### config.mk
export PLATFORM = sky130hd
export DESIGN_NAME = hack_program_loader
export DESIGN_NICKNAME = d
export VERILOG_FILES = /design/src/rtl/hack_pkg.sv /design/src/rtl/hack_program_loader.sv
export SDC_FILE = /design/constraint.sdc
export NUM_CORES = 1
export LEC_CHECK = 0
export ABC_AREA = 1
export BUFFER_PORTS_ARGS = -buffer_cell sky130_fd_sc_hd__buf_2
export CAP_MARGIN = 25
export CORE_UTILIZATION = 57
export CTS_BUF_LIST = sky130_fd_sc_hd__clkbuf_8
export CTS_CLUSTER_DIAMETER = 150
export CTS_CLUSTER_SIZE = 28
export DETAILED_ROUTE_END_ITERATION = 10
export PLACE_DENSITY = 0.83
export SLEW_MARGIN = 10
export SYNTH_ARGS = -nofsm -noshare
export SYNTH_HDL_FRONTEND = slang
export SYNTH_SLANG_ARGS = --single-unit
### constraint.sdc
create_clock -name clk -period 1.8 [get_ports clk]
set_clock_uncertainty 0.1 [all_clocks]
set_input_delay 0.36 -clock clk [delete_from_list [all_inputs] [get_ports clk]]
set_output_delay 0.36 -clock clk [all_outputs]
set_load 0.01 [all_outputs]
### src/rtl/hack_pkg.sv
// Shared types and constants for the Hack instruction-memory boot loader.
package hack_pkg;

  localparam int HACK_ADDR_W = 15;
  localparam int HACK_WORD_W = 16;
  localparam logic [HACK_WORD_W-1:0] HACK_NOP = 16'h0000;

  typedef enum logic [2:0] {
    ST_IDLE,
    ST_LOAD,
    ST_FILL,
    ST_HOLD,
    ST_RUN,
    ST_ERROR
  } loader_state_t;

endpackage

### src/rtl/hack_program_loader.sv
// Boot sequencer: holds the Hack CPU in reset, streams host words into instruction RAM,
// optionally NOP-fills the tail, then releases the CPU after a fixed hold time.
module hack_program_loader
  import hack_pkg::*;
#(
  parameter int PROG_WORDS  = 32768,
  parameter bit FILL_EN     = 1'b1,
  parameter int HOLD_CYCLES = 4
) (
  input  logic                   clk,
  input  logic                   reset,
  input  logic                   start,
  input  logic                   in_valid,
  input  logic [HACK_WORD_W-1:0] in_data,
  input  logic                   in_last,
  output logic                   in_ready,
  output logic                   imem_we,
  output logic [HACK_ADDR_W-1:0] imem_addr,
  output logic [HACK_WORD_W-1:0] imem_wdata,
  output logic                   cpu_reset,
  output logic                   busy,
  output logic                   done,
  output logic                   err_overflow,
  output logic [15:0]            word_count
);

  localparam int HOLD_W = $clog2(HOLD_CYCLES + 1);
  localparam logic [HACK_ADDR_W-1:0] LAST_ADDR = HACK_ADDR_W'(PROG_WORDS - 1);
  localparam logic [HOLD_W-1:0]      HOLD_LOAD = HOLD_W'(HOLD_CYCLES);

  loader_state_t          state;
  logic [HACK_ADDR_W-1:0] ptr;
  logic [HOLD_W-1:0]      hold_cnt;
  logic                   accept;

  assign in_ready = (state == ST_LOAD);
  assign accept   = in_valid & in_ready;

  always_ff @(posedge clk or negedge reset) begin
    if (!reset) begin
      state        <= ST_IDLE;
      ptr          <= '0;
      hold_cnt     <= '0;
      imem_we      <= 1'b0;
      imem_addr    <= '0;
      imem_wdata   <= '0;
      cpu_reset    <= 1'b1;
      busy         <= 1'b0;
      done         <= 1'b0;
      err_overflow <= 1'b0;
      word_count   <= '0;
    end else begin
      imem_we <= 1'b0;
      case (state)
        ST_IDLE, ST_RUN, ST_ERROR: begin
          if (start) begin
            state        <= ST_LOAD;
            ptr          <= '0;
            word_count   <= '0;
            cpu_reset    <= 1'b1;
            busy         <= 1'b1;
            done         <= 1'b0;
            err_overflow <= 1'b0;
          end
        end
        ST_LOAD: begin
          if (accept) begin
            imem_we    <= 1'b1;
            imem_addr  <= ptr;
            imem_wdata <= in_data;
            word_count <= word_count + 16'd1;
            // ptr saturates at the top address so a full 32K image never wraps to 0
            if (ptr != LAST_ADDR) ptr <= ptr + 1'b1;
            if (in_last) begin
              if (FILL_EN && (ptr != LAST_ADDR)) begin
                state <= ST_FILL;
              end else begin
                state    <= ST_HOLD;
                hold_cnt <= HOLD_LOAD;
              end
            end else if (ptr == LAST_ADDR) begin
              state        <= ST_ERROR;
              busy         <= 1'b0;
              err_overflow <= 1'b1;
            end
          end
        end
        ST_FILL: begin
          imem_we    <= 1'b1;
          imem_addr  <= ptr;
          imem_wdata <= HACK_NOP;
          if (ptr == LAST_ADDR) begin
            state    <= ST_HOLD;
            hold_cnt <= HOLD_LOAD;
          end else begin
            ptr <= ptr + 1'b1;
          end
        end
        ST_HOLD: begin
          // First HOLD cycle still shows the final write; the CPU stays held HOLD_CYCLES more
          if (hold_cnt == '0) begin
            state     <= ST_RUN;
            cpu_reset <= 1'b0;
            busy      <= 1'b0;
            done      <= 1'b1;
          end else begin
            hold_cnt <= hold_cnt - 1'b1;
          end
        end
        default: state <= ST_IDLE;
      endcase
    end
  end

endmodule

# == After elaboration in Yosys (flattened, before gate mapping) ==
# Cells that the tools add are included.
# totals
reg_bits,73
output_inout_bits,53
wordCells,93
# op_classes
addsub,3
n_eq_ne,19
n_mux,42
bitwise_logic,1
n_reduce_logical,17
# ops
op,count
two-way mux 15 bit,5
one-hot mux 16 bit (2 select lines),2
two-way mux 16 bit,3
one-hot mux 15 bit (3 select lines),1
two-way mux 3 bit,11
one-hot mux 15 bit (2 select lines),1
"adder 16 x 1 -> 16 bit, second input constant",1
"inequality test 2 bit, second input constant",8
"adder 15 x 1 -> 15 bit, second input constant",1
"== test 15 bit, second input constant",1
"inequality test 15 bit, second input constant",1
AND reduction 5 bit,3
two-way mux 1 bit,12
one-hot mux 3 bit (4 select lines),1
AND reduction 6 bit,2
one-hot mux 3 bit (3 select lines),1
nonzero test 3 bit,3
one-hot mux 1 bit (2 select lines),4
"== test 3 x 2 -> 1 bit, second input constant",2
"== test 3 bit, second input constant",2
zero test 3 bit,2
"inequality test 2 x 1 -> 1 bit, second input constant",3
AND reduction 3 bit,2
nonzero test 2 bit,3
other kinds (7),7

# == Longest topological paths before layout ==
# depth
word_depth,5
depth_mapped,10
mapped_depth_nobuf,9

# == Worst setup path before layout ==
# No wires, ideal clock.
# synth_path
kind,register to register
startpoint,register ptr[0]
endpoint,register ptr[5]
t_arrival_ps,1301
t_required_ps,1579
setup_slack_ps,278
path_stages_with_launch,8
n_path_buf,1
cell_sequence,dfrtp_1 -> ha_1 -> nand3_1 -> nor2_2 -> nand3_1 -> nand2_2 -> buf_4 -> o21ai_1
# synth_via
elab_chain_cells,4
elab_cells_between_ends,10
# synth_lines
item,line_no,rtl
start: declaration,hack_program_loader.sv:32,logic [HACK_ADDR_W-1:0] ptr;
start signal: assignment,hack_program_loader.sv:73,if (ptr != LAST_ADDR) ptr <= ptr + 1'b1;
start signal: assignment,hack_program_loader.sv:96,ptr <= ptr + 1'b1;
adder 15 x 1 -> 15 bit,"hack_program_loader.sv:73, hack_program_loader.sv:96",
two-way mux 15 bit,hack_program_loader.sv:73,
two-way mux 15 bit,hack_program_loader.sv:67,if (accept) begin
one-hot mux 15 bit (3 select lines),hack_program_loader.sv:54,case (state)
# Several ways; a longest one is shown, not always the timed one. The select of a mux whose other input is x is not followed.
# A chain may end at the register's enable or synchronous reset.

# == Final worst setup path ==
# layout_path
startpoint,register state[2]
endpoint,output port in_ready
# layout_via
elab_chain_cells,1
# layout_lines
item,line_no,rtl
start: declaration,hack_program_loader.sv:31,loader_state_t state;
start signal: assignment,hack_program_loader.sv:41,state <= ST_IDLE;
start signal: assignment,hack_program_loader.sv:57,state <= ST_LOAD;
start signal: assignment,hack_program_loader.sv:76,state <= ST_FILL;
== test 3 x 1 -> 1 bit,hack_program_loader.sv:36,assign in_ready = (state == ST_LOAD);
end: declaration,hack_program_loader.sv:16,"output logic in_ready,"
# No other way between the ends.

==> impl_metrics.toml <==
[setup_path]
critical_path_depth = 5
worstPathRequired_ns = 1.34
slowest_delay_ns = 0.41
critPathMaxFanout = 6
reg2reg_depth = 9
rrSetupSlack_ns = 0.06
crit_family = "flip-flops"
start_kind = "flop"
cp_slowest_cell = "dfrtp_1"
startpoint = "state[2]$_DFFE_PN0P_"
cp_common_cell = "buf_6"
cp_data_arrival_time_ns = 1.31
cp-endpoint = "in_ready"
cp_cell_sequence = "inv_2 -> nand2_4 -> nor2_4 -> buf_6 -> buf_6"
cp_num_buf_inv = 3
end_kind = "primary output"
rr_endpoint = "ptr[12]$_DFFE_PN0P_"
r2r_start = "state[2]$_DFFE_PN0P_"
path_class = "reg2out"

[timing]
period_minus_slack_ns = 1.77
period_share_pct = 98.5
fin_setup_tns_ns = 0
worstMarginPinSlew_ns = 0.391
rsz0062_at_grt = "yes"
max-slew-margin-rel_pct = 73.9
final_hold_viol_count = 0
finalMaxSlewViolations = 0
setup_violations = 0
max_freq_mhz = 564

[die]
coreArea_um2 = 6390
die_w_um = 83.7
die_area_um2 = 7010
num_rows = 29
start_util_pct = 59.6
die_h_um = 83.7
io_pins = 74

[min_path]
worstHoldPathType = "in2reg"
min-delay-start = "in_data[15]"

[final_layout]
drive_gt1_share_pct = 23.3
syn2layout_area_growth_pct = 20.9
n_antenna_cell = 0
post-route-util_pct = 72.1
fin_nets = 625
num-fill-cells = 526
final_cell_mix = "nand2_1, buf_2, dfrtp_1, nor2_1, inv_1"
final_common_cell = "nand2_1"

[run_status]
outcome = "finished clean"

[power]
ir_drop_v = 0.000653
power.leakage_uw = 0.00258
p_per_area_nw_per_um2 = 619

[drt]
ant_nets = 0
drt_iter0_drc = 236
via_per_inst = 5.48
drc = 0
drt_wl_total_um = 9390
vias = 3739
drt-pass1-iter-count = 5
drt-wirelength-per-cell_um = 13.8

[placement]
place.port_buffers = 73
gp_congestion = 0.880
dp_hpwl_um = 6280

[global_route]
grt_start_max_net_pins = 74
grt_pass1_vias = 3465
grt.total_usage_pct = 27.5
grt-ovfl-total = 0
antenna_found_initial = 0
grt_pass1_wl_um = 15500

[run]
cap_violations = 0

[synthesis]
ys_seq_area_share_pct = 48.0
netlist_instances = 506
syn-cell-area_um2 = 3800
ys_ff_latch = 73
synth_top_area_cell = "dfrtp_1"
synthTopCellsByArea = "dfrtp_1, nand2_1, nand3_1, nor2_1, inv_1"
syn_avg_cell_area_um2 = 7.52
yosysWarnings = 0
synth_top_area_share_pct = 47.4
syn_nets = 531
yosysUniqueCellTypes = 29

[clock_tree]
cts_max_level = 3
clk-insertion-delay-late_ns = 0.35
clk_pin_slew_worst_paths_ns = 0.08
cts.path.max_buffers = 2
cts-root-buf = "clkbuf_8"
clkSinkCount = 73
cts_made_buffers = 9
cts_tree = "done"
final cells by class:
class                   instances  area, um^2  share of cell area [%]
well taps                      77        96.3                    2.09
clock buffers                   9         124                    2.69
clock inverters                 7        48.8                    1.06
multi-input cells             371        1750                    38.0
repair buffers                 95         568                    12.3
flip-flops and latches         73        1830                    39.7
inverters                      50         188                    4.08
stage by stage:
stage | std cells | total power (uW) | cell area (um^2) | hold slack, ns | setup slack (ns)
6_report | 682 | 2850 | 4600 | 0.101 | 0.0271
2_1_floorplan | 506 | 1680 | 3800 | -0.0356 | 0.278
3_5_place_dp | 656 | 1740 | 4310 | 0.321 | -0.0527
4_1_cts | 674 | 2870 | 4500 | 0.0856 | -0.0447
5_1_grt | 682 | 2940 | 4600 | 0.0978 | -0.0316
3_3_place_gp | 656 | 1740 | 4310 | 0.322 | 0.0634
metal layers:
layer | share of wire [%] | global-route usage (%) | vias up
met5 | 0 | 0 | -
met4 | 2.1 | 10.5 | 0
met3 | 7.7 | 6.13 | 25
met2 | 48 | 44.4 | 161
met1 | 42 | 36.4 | 1753
li1 | - | - | 1800
state kept, by name, indices dropped and copies added (netlist names):
register,cells
imem_wdata,16
word_count,16
imem_addr,15
ptr,15
hold_cnt,3
state,3
busy,1
cpu_reset,1
done,1
err_overflow,1
imem_we,1
worst reg2reg max path, stage by stage, from the launching register on:
cell,delay [ns]
dfrtp_1,0.41
buf_4,0.14
buf_4,0.14
nor2_2,0.14
nand2_2,0.10
nand2_2,0.11
nand3_2,0.19
nand2_4,0.20
nand2_1,0.08
o21ai_1,0.07
worst min path at each step:
stage	slack (ns)	cells past startpoint	endpoint
floorplan	-0.04	0	busy$_DFFE_PN0P_
CTS	0.09	3	imem_wdata[1]$_DFFE_PN0P_
detailed placement	0.32	2	done$_DFFE_PN0P_
global route	0.1	3	imem_wdata[15]$_DFFE_PN0P_
global placement	0.32	2	state[2]$_DFFE_PN0P_
finish	0.10	3	imem_wdata[15]$_DFFE_PN0P_
Yosys cell counts (all sizes together):
| library cell | count |
|---|---|
| nand2 | 183 |
| dfrtp | 72 |
| nor2 | 58 |
| nand3 | 51 |
| inv | 50 |
| a21oi | 21 |
| o21ai | 21 |
| nand4 | 17 |
| buf | 10 |
| clkbuf | 4 |
| ha | 4 |
| o21bai | 4 |
| nor3 | 2 |
| o21a | 2 |
| or2 | 2 |
| xor2 | 2 |
| and2 | 1 |
| dfstp | 1 |
| nand3b | 1 |
where the power goes:
part	switching, uW	total [uW]	leakage [uW]	internal, uW
combinational	44.8	68.1	0.00157	23.3
clock	644	1140	0.0000826	496
sequential	1.43	1640	0.000931	1640
cell families after synthesis:
| kind of cell | share of synthesized area, % |
|---|---|
| compound gates | 6.71 |
| xor+xnor | 0.460 |
| fa+ha+maj | 1.32 |
| buf+inv | 7.33 |
| flops | 48.0 |
| simple gates | 36.1 |
timing repair:
item	CTS	global route
endpoints found under the hold margin	72	0
setup buffers	1	6
resized for setup	2	10
pin swaps	0	2
cloned	0	2
endpoints found under the setup margin	7	24
hold buffers	1	0
(Power assumes the default switching activity.)
